## src/rtl/seq_tx.sv

```systemverilog
// -----------------------------------------------------------------------------
// seq_tx : parallel-in / serial-out bit-stream transmitter
//
// Accepts WIDTH-bit words on a valid/ready handshake and shifts each one out
// on dout, one bit per clk, MSB first. After every word an optional idle gap
// of GAP cycles is inserted. With GAP=0 a new word can be accepted in the
// cycle that carries the last bit of the previous one, so a held word_valid
// gives an uninterrupted stream.
//
// Every output is a flop. The FSM computes the next-cycle value of each
// output together with the next state, so no combinational path runs from
// word_valid or word_in to dout.
//
// Parameters
//   WIDTH     bits per word (>= 2)
//   GAP       idle cycles inserted after each word (0..255)
//   IDLE_BIT  level driven on dout when no payload bit is sent
//
// Ports
//   clk         in   1      system clock, all state on rising edge
//   rst         in   1      asynchronous, active-low reset
//   word_in     in   WIDTH  parallel word to transmit
//   word_valid  in   1      word_in is valid
//   word_ready  out  1      transmitter can accept word_in this cycle
//   dout        out  1      serial data, one bit per clk
//   dout_valid  out  1      dout carries a payload bit this cycle
//   done        out  1      pulse in the cycle the last bit of a word is on dout
// -----------------------------------------------------------------------------
module seq_tx #(
    parameter int   WIDTH    = 8,
    parameter int   GAP      = 0,
    parameter logic IDLE_BIT = 1'b0
) (
    input  logic             clk,
    input  logic             rst,
    input  logic [WIDTH-1:0] word_in,
    input  logic             word_valid,
    output logic             word_ready,
    output logic             dout,
    output logic             dout_valid,
    output logic             done
);

    // Bit counter width. It holds WIDTH-1 down to 0.
    localparam int CW = (WIDTH > 1) ? $clog2(WIDTH) : 1;

    localparam logic [CW-1:0] BIT_LAST = CW'(WIDTH - 1);
    localparam logic [CW-1:0] BIT_ONE  = CW'(1);
    localparam logic [CW-1:0] BIT_ZERO = CW'(0);

    // The gap counter is loaded with GAP-1 and counts down to 0, so the
    // gap lasts exactly GAP cycles.
    localparam logic [7:0] GAP_LAST = (GAP > 0) ? 8'(GAP - 1) : 8'd0;
    localparam logic       GAP_EN   = (GAP > 0) ? 1'b1 : 1'b0;

    typedef enum logic [1:0] {
        ST_IDLE  = 2'd0,
        ST_SHIFT = 2'd1,
        ST_GAP   = 2'd2
    } state_t;

    state_t           state_r;
    logic [WIDTH-1:0] sreg_r;
    logic [CW-1:0]    bit_cnt_r;
    logic [7:0]       gap_cnt_r;

    logic             word_ready_r;
    logic             dout_r;
    logic             dout_valid_r;
    logic             done_r;

    logic             transfer_s;

    // A word moves on a rising edge when it is offered while ready is high.
    // ready is a flop, so this term depends on word_valid only through the
    // next-state logic.
    assign transfer_s = word_valid & word_ready_r;

    // Transmit FSM: state, datapath and the registered Moore outputs.
    always_ff @(posedge clk or negedge rst) begin
        if (!rst) begin
            state_r      <= ST_IDLE;
            sreg_r       <= {WIDTH{1'b0}};
            bit_cnt_r    <= BIT_ZERO;
            gap_cnt_r    <= 8'd0;
            word_ready_r <= 1'b0;
            dout_r       <= IDLE_BIT;
            dout_valid_r <= 1'b0;
            done_r       <= 1'b0;
        end else begin
            case (state_r)
                ST_IDLE: begin
                    if (transfer_s) begin
                        // Load the word. Its MSB is on dout in the next cycle.
                        state_r      <= ST_SHIFT;
                        sreg_r       <= word_in;
                        bit_cnt_r    <= BIT_LAST;
                        gap_cnt_r    <= 8'd0;
                        word_ready_r <= 1'b0;
                        dout_r       <= word_in[WIDTH-1];
                        dout_valid_r <= 1'b1;
                        done_r       <= 1'b0;
                    end else begin
                        // ready first rises here on the first edge after reset.
                        state_r      <= ST_IDLE;
                        sreg_r       <= sreg_r;
                        bit_cnt_r    <= BIT_ZERO;
                        gap_cnt_r    <= 8'd0;
                        word_ready_r <= 1'b1;
                        dout_r       <= IDLE_BIT;
                        dout_valid_r <= 1'b0;
                        done_r       <= 1'b0;
                    end
                end

                ST_SHIFT: begin
                    if (bit_cnt_r != BIT_ZERO) begin
                        // Advance to the next bit. The bit shifted into the
                        // MSB position is the one shown on dout next cycle.
                        state_r      <= ST_SHIFT;
                        sreg_r       <= {sreg_r[WIDTH-2:0], 1'b0};
                        bit_cnt_r    <= bit_cnt_r - BIT_ONE;
                        gap_cnt_r    <= 8'd0;
                        dout_r       <= sreg_r[WIDTH-2];
                        dout_valid_r <= 1'b1;
                        done_r       <= (bit_cnt_r == BIT_ONE);
                        // Open for the next word in the last-bit cycle only
                        // when there is no gap, so words can run back to back.
                        word_ready_r <= (!GAP_EN) && (bit_cnt_r == BIT_ONE);
                    end else if (GAP_EN) begin
                        // The last bit is on dout now. Enter the idle gap.
                        state_r      <= ST_GAP;
                        sreg_r       <= {WIDTH{1'b0}};
                        bit_cnt_r    <= BIT_ZERO;
                        gap_cnt_r    <= GAP_LAST;
                        word_ready_r <= (GAP_LAST == 8'd0);
                        dout_r       <= IDLE_BIT;
                        dout_valid_r <= 1'b0;
                        done_r       <= 1'b0;
                    end else if (transfer_s) begin
                        // Gapless streaming: the next MSB follows this LSB.
                        state_r      <= ST_SHIFT;
                        sreg_r       <= word_in;
                        bit_cnt_r    <= BIT_LAST;
                        gap_cnt_r    <= 8'd0;
                        word_ready_r <= 1'b0;
                        dout_r       <= word_in[WIDTH-1];
                        dout_valid_r <= 1'b1;
                        done_r       <= 1'b0;
                    end else begin
                        state_r      <= ST_IDLE;
                        sreg_r       <= {WIDTH{1'b0}};
                        bit_cnt_r    <= BIT_ZERO;
                        gap_cnt_r    <= 8'd0;
                        word_ready_r <= 1'b1;
                        dout_r       <= IDLE_BIT;
                        dout_valid_r <= 1'b0;
                        done_r       <= 1'b0;
                    end
                end

                ST_GAP: begin
                    if (gap_cnt_r != 8'd0) begin
                        state_r      <= ST_GAP;
                        sreg_r       <= sreg_r;
                        bit_cnt_r    <= BIT_ZERO;
                        gap_cnt_r    <= gap_cnt_r - 8'd1;
                        // ready is high only in the final gap cycle.
                        word_ready_r <= (gap_cnt_r == 8'd1);
                        dout_r       <= IDLE_BIT;
                        dout_valid_r <= 1'b0;
                        done_r       <= 1'b0;
                    end else if (transfer_s) begin
                        state_r      <= ST_SHIFT;
                        sreg_r       <= word_in;
                        bit_cnt_r    <= BIT_LAST;
                        gap_cnt_r    <= 8'd0;
                        word_ready_r <= 1'b0;
                        dout_r       <= word_in[WIDTH-1];
                        dout_valid_r <= 1'b1;
                        done_r       <= 1'b0;
                    end else begin
                        state_r      <= ST_IDLE;
                        sreg_r       <= {WIDTH{1'b0}};
                        bit_cnt_r    <= BIT_ZERO;
                        gap_cnt_r    <= 8'd0;
                        word_ready_r <= 1'b1;
                        dout_r       <= IDLE_BIT;
                        dout_valid_r <= 1'b0;
                        done_r       <= 1'b0;
                    end
                end

                default: begin
                    // Unreachable encoding: fall back to the quiet idle state.
                    state_r      <= ST_IDLE;
                    sreg_r       <= {WIDTH{1'b0}};
                    bit_cnt_r    <= BIT_ZERO;
                    gap_cnt_r    <= 8'd0;
                    word_ready_r <= 1'b0;
                    dout_r       <= IDLE_BIT;
                    dout_valid_r <= 1'b0;
                    done_r       <= 1'b0;
                end
            endcase
        end
    end

    assign word_ready = word_ready_r;
    assign dout       = dout_r;
    assign dout_valid = dout_valid_r;
    assign done       = done_r;

endmodule

```

## config.mk

```make
export PLATFORM = sky130hd
export DESIGN_NAME = seq_tx
export DESIGN_NICKNAME = d
export VERILOG_FILES = /design/src/rtl/seq_tx.sv
export SDC_FILE = /design/constraint.sdc
export NUM_CORES = 1
export LEC_CHECK = 0
export BUFFER_PORTS_ARGS = -buffer_cell sky130_fd_sc_hd__buf_2
export CAP_MARGIN = 20
export CORE_MARGIN = 5
export CORE_UTILIZATION = 55
export CTS_CLUSTER_DIAMETER = 30
export DETAILED_ROUTE_END_ITERATION = 10
export PLACE_DENSITY_LB_ADDON = 0.1
export SLEW_MARGIN = 20
export SYNTH_ARGS = -nofsm -noshare
export SYNTH_HDL_FRONTEND = slang
export SYNTH_SLANG_ARGS = --single-unit
```

## constraint.sdc

```tcl
create_clock -name clk -period 4 [get_ports clk]
set_input_delay 0.8 -clock clk [delete_from_list [all_inputs] [get_ports clk]]
set_output_delay 0.8 -clock clk [all_outputs]
set_load 0.005 [all_outputs]
```

; ---- Yosys cells after proc, flatten, opt, wreduce, memory -nomap -nowiden
; Cells that the tools add are included.
[op_classes]
n_addsub = 2
n_eq_ne = 6
mux = 29
bitwise = 1
reduce_logical = 4
[ops]
columns = cell, n
row1 = $mux W7, 4
row2 = $pmux W7 S3, 1
row3 = $mux W8, 2
row4 = $mux W1, 13
row5 = $mux W3, 3
row6 = $pmux W1 S3, 3
row7 = $pmux W3 S3, 1
row8 = $eq A8 B1 Y1 const B, 1
row9 = $reduce_bool A8 Y1, 1
row10 = $sub A8 B1 Y8 const B, 1
row11 = $pmux W2 S3, 1
row12 = $ne A2 B2 Y1 const B, 2
row13 = $eq A3 B1 Y1 const B, 1
row14 = $reduce_bool A3 Y1, 1
row15 = $sub A3 B1 Y3 const B, 1
row16 = $eq A2 B1 Y1 const B, 1
row17 = $eq A2 B2 Y1 const B, 1
row18 = $logic_not A2 Y1, 1
row19 = $mux W2, 1
row20 = $reduce_and A2 Y1, 1
row21 = $and A1 B1 Y1, 1
[totals]
regBits = 24
inputBits = 11
out_inout_bits = 4
elab_cells = 50

; ---- Depth between registers and ports, before layout
[depth]
ltp_word = 4
mapped_depth = 7
depth_no_buf = 6

; ---- Worst setup path before layout
; No wires, ideal clock.
[synth_path]
path_type = in2reg
from = input word_valid
to = register sreg_r[0]
setup_time_ps = 122
t_arrival_ps = 1491
required_ps = 3878
setup_slack_ps = 2387
cell_stages = 4
path_buffers = 0
cell_sequence = and2_1 -> or3_1 -> nand3_4 -> o21ai_1
[synth_via]
elab_chain_cells = 4
elab_cells_between_ends = 7
cone_classes = eq/ne: 1 / mux: 4 / bitwise: 1 / reduce/logical: 1
[synth_lines]
columns = element, line_no
row1 = start: declaration, 37  ; input logic word_valid,
row2 = $and A1 B1 Y1 *, 77  ; assign transfer_s = word_valid & word_ready_r;
row3 = $mux W7, "140, 173"
row4 = $mux W7 (on tied branches), "163, 117"
row5 = $pmux W7 S3, 91  ; case (state_r)
row6 = end signal: assignment, 143  ; sreg_r <= word_in;
row7 = end signal: assignment, 165  ; sreg_r <= sreg_r;
row8 = end signal: assignment, 175  ; sreg_r <= word_in;
row9 = end: declaration, 63  ; logic [WIDTH-1:0] sreg_r;
; Every way passes the cells marked *; elsewhere a longest branch is shown, timed or not. The select of a mux whose other input is x is not followed.
; A chain may end at the register's enable or synchronous reset.

==> flow_summary.yaml <==
clock_network:
  htree_levels: 1
  clock-sinks: 23
  root_buffer: "clkbuf_4"
  cts.repair.resized: 0
  clock_path_buffers: 2
  cts_setup_buffers: 0
  clkTransAtPathRegs_ns: 0.13
  cts_buffers: 3
  cts_tree: "yes"
  hold_buffers: 0
  clkLatencyLatePin_ns: 0.31
finish:
  final_area_um2: 1310
  nets: 150
  layout.cells.non_filler: 160
  diodes: 0
  final_cell_mix: "dfrtp_1, nand2_1, buf_2, nor2_1, o21ai_1"
  layout_commonest_cell: "dfrtp_1"
  area_growth_pct: 9.44
  drive_gt1_share_pct: 19.5
sta:
  grt_setup_unrepaired: "no"
  drv_slew: 0
  clock_skew_ns: 0.00929
  worstMarginPinSlew_ns: 0.513
  finalHoldViolations: 0
  fin_setup_tns_ns: 0
  fmax_mhz: 535
  timing.final.crit_share_pct: 46.8
  setup_violations: 0
  fin_crit_ns: 1.87
  hold_ws_ns: 0.440
  timing.slew.headroom_pct: 65.8
  fin_ws_ns: 2.13
power_and_ir_drop:
  powerDensity_nw_per_um2: 573
  ir_worst_vdd_mv: 0.297
  power.leakage_nw: 0.632
routing:
  drt_wl_total_mm: 2.12
  vias_per_cell: 5.48
  drt_iter0_drc: 25
  postRouteAntennaNets: 0
  num_vias: 876
  dr.pass1.iters: 4
  wl_per_cell_um: 13.2
  route.detailed.drc: 0
grt:
  antenna_found_initial: 0
  grtUsageTotal_pct: 14.6
  grt_max_degree: 24
  grt_pass1_wl_mm: 3.74
  grt_pass1_vias: 885
  grt_overflow: 0
synthesis:
  yosysWarnings: 0
  yosys-top-cells-area: "dfrtp_1, nand2_1, ha_1, o21ai_1, a22oi_1"
  ys_seq_area_share_pct: 48.3
  synth_compound_area_share_pct: 17.9
  ys_ff_latch: 23
  syn_avg_cell_area_um2: 10.1
  synth_top_area_share_pct: 48.3
  syn-instance-count: 118
  synthXorXnorAreaFrac_pct: 3.67
  synthAdderAreaFrac_pct: 5.25
  synth_top_area_cell: "dfrtp_1"
  syn_nets: 134
  synth_top_family_by_area: "simple AND/OR/NAND/NOR gates"
  synth_cell_types: 36
  synth_mux_area_share_pct: 0
  synth-simple-area-share_pct: 21.7
  syn_area_um2: 1190
placement:
  placed_area_um2: 1280
  dp_hpwl_mm: 1.56
  place.gp.congestion: 0.790
  dp_worst_setup_slack_ns: 2.12
  placed_cells: 156
  io_buffers: 14
worst_setup_path:
  start_kind: "register"
  crit_type: "register to output port"
  required_ns: 3.20
  crit_buf_inv: 1
  crit_chain: "buf_2"
  critPathMaxStageDelay_ns: 0.58
  arrival_ns: 1.07
  critical-path-top-delay-family: "flip-flops"
  cp-end-kind: "output port"
  crit_path_max_fanout: 12
  crit_path_top_delay_cell: "dfrtp_1"
die:
  fp.dieArea_um2: 3200
  initial_core_util_pct: 59.0
  die_w_um: 56.6
  core-area_um2: 2020
  fp-row-count: 16
  fp.dieH_um: 56.6
  io_pins: 15
min_path:
  hold_class: "input port to async pin"
run_status:
  status: "complete, no violations"
job:
  cap_viol_max_count: 0
[stage by stage]
step,power [W],util (%)
3_5_place_dp,0.000648,63.2
3_3_place_gp,0.000639,63.2
6_report,0.000748,64.5
5_1_grt,0.000820,64.5
2_1_floorplan,0.000570,-
4_1_cts,0.000758,64.5
[final timing paths]
| path | startpoint | cells past startpoint | to | slack, ns |
|---|---|---|---|---|
| min in group clk | bit_cnt_r[0]$_DFF_PN0_ | 1 | bit_cnt_r[0]$_DFF_PN0_ | 0.50 |
| max in group asynchronous | rst | 1 | gap_cnt_r[2]$_DFF_PN0_ | 3.21 |
| worst max-delay path | state_r[0]$_DFF_PN0_ | 1 | dout_valid | 2.13 |
| worst max register to register | gap_cnt_r[0]$_DFF_PN0_ | 6 | sreg_r[6]$_DFFE_PN0P_ | 2.21 |
| worst min register to register | bit_cnt_r[0]$_DFF_PN0_ | 1 | bit_cnt_r[0]$_DFF_PN0_ | 0.50 |
| worst min-delay path | rst | 1 | dout$_DFF_PN0_ | 0.44 |
[cells in the mapped netlist, drive strengths merged]
library cell and count:
o22ai 1, o31ai 1, clkbuf 2, and3 1
and3b 1, nor2 12, nor3 2, a32o 1
a311oi 1, or4 2, or3b 2, a211oi 1
o21ai 12, nor3b 1, a22oi 6, o32ai 1
nand2b 1, xnor2 5, a21boi 1, dfrtp 23
nor4 2, nand3 1, and2b 1, nand2 17
nor2b 1, buf 1, a21oi 4, or3 1
o2111ai 1, and2 2, ha 5, inv 5
[final cells by class]
| type | count | area (um^2) |
|---|---|---|
| Fill cell | 170 | 717 |
| Multi-Input combinational cell | 87 | 579 |
| Sequential cell | 23 | 576 |
| Timing Repair Buffer | 14 | 70.1 |
| Tap cell | 27 | 33.8 |
| Clock buffer | 3 | 22.5 |
| Inverter | 5 | 18.8 |
| Clock inverter | 1 | 5.00 |
[registers in the layout, indices dropped and copies added, names as in the netlist]
name        count
state_r         2
bit_cnt_r       3
sreg_r          7
dout            1
gap_cnt_r       8
word_ready      1
done            1
[power breakdown]
group          switching [W]  internal [W]  leakage [nW]  total (W)
clock              0.0000694     0.0000373        0.0177   0.000107
sequential         0.0000495      0.000297         0.302   0.000347
combinational       0.000163      0.000131         0.312   0.000294
total               0.000282      0.000466         0.632   0.000748
[cell families after synthesis]
| logic type | after synthesis |
|---|---|
| compound gates | 30 |
| xor+xnor | 5 |
| fa+ha+maj | 5 |
| buf+inv | 8 |
| flops | 23 |
| simple gates | 47 |
[layer usage]
metal	vias up	wire length, um	share of wire (%)	track usage (%)
li1	445	-	-	-
met1	416	990	47	17.6
met2	13	1030	49	25.2
met3	2	87	4.1	2.52
met4	0	8	0.38	6.10
met5	-	0	0	0
Power figures use the tool's default switching activity.
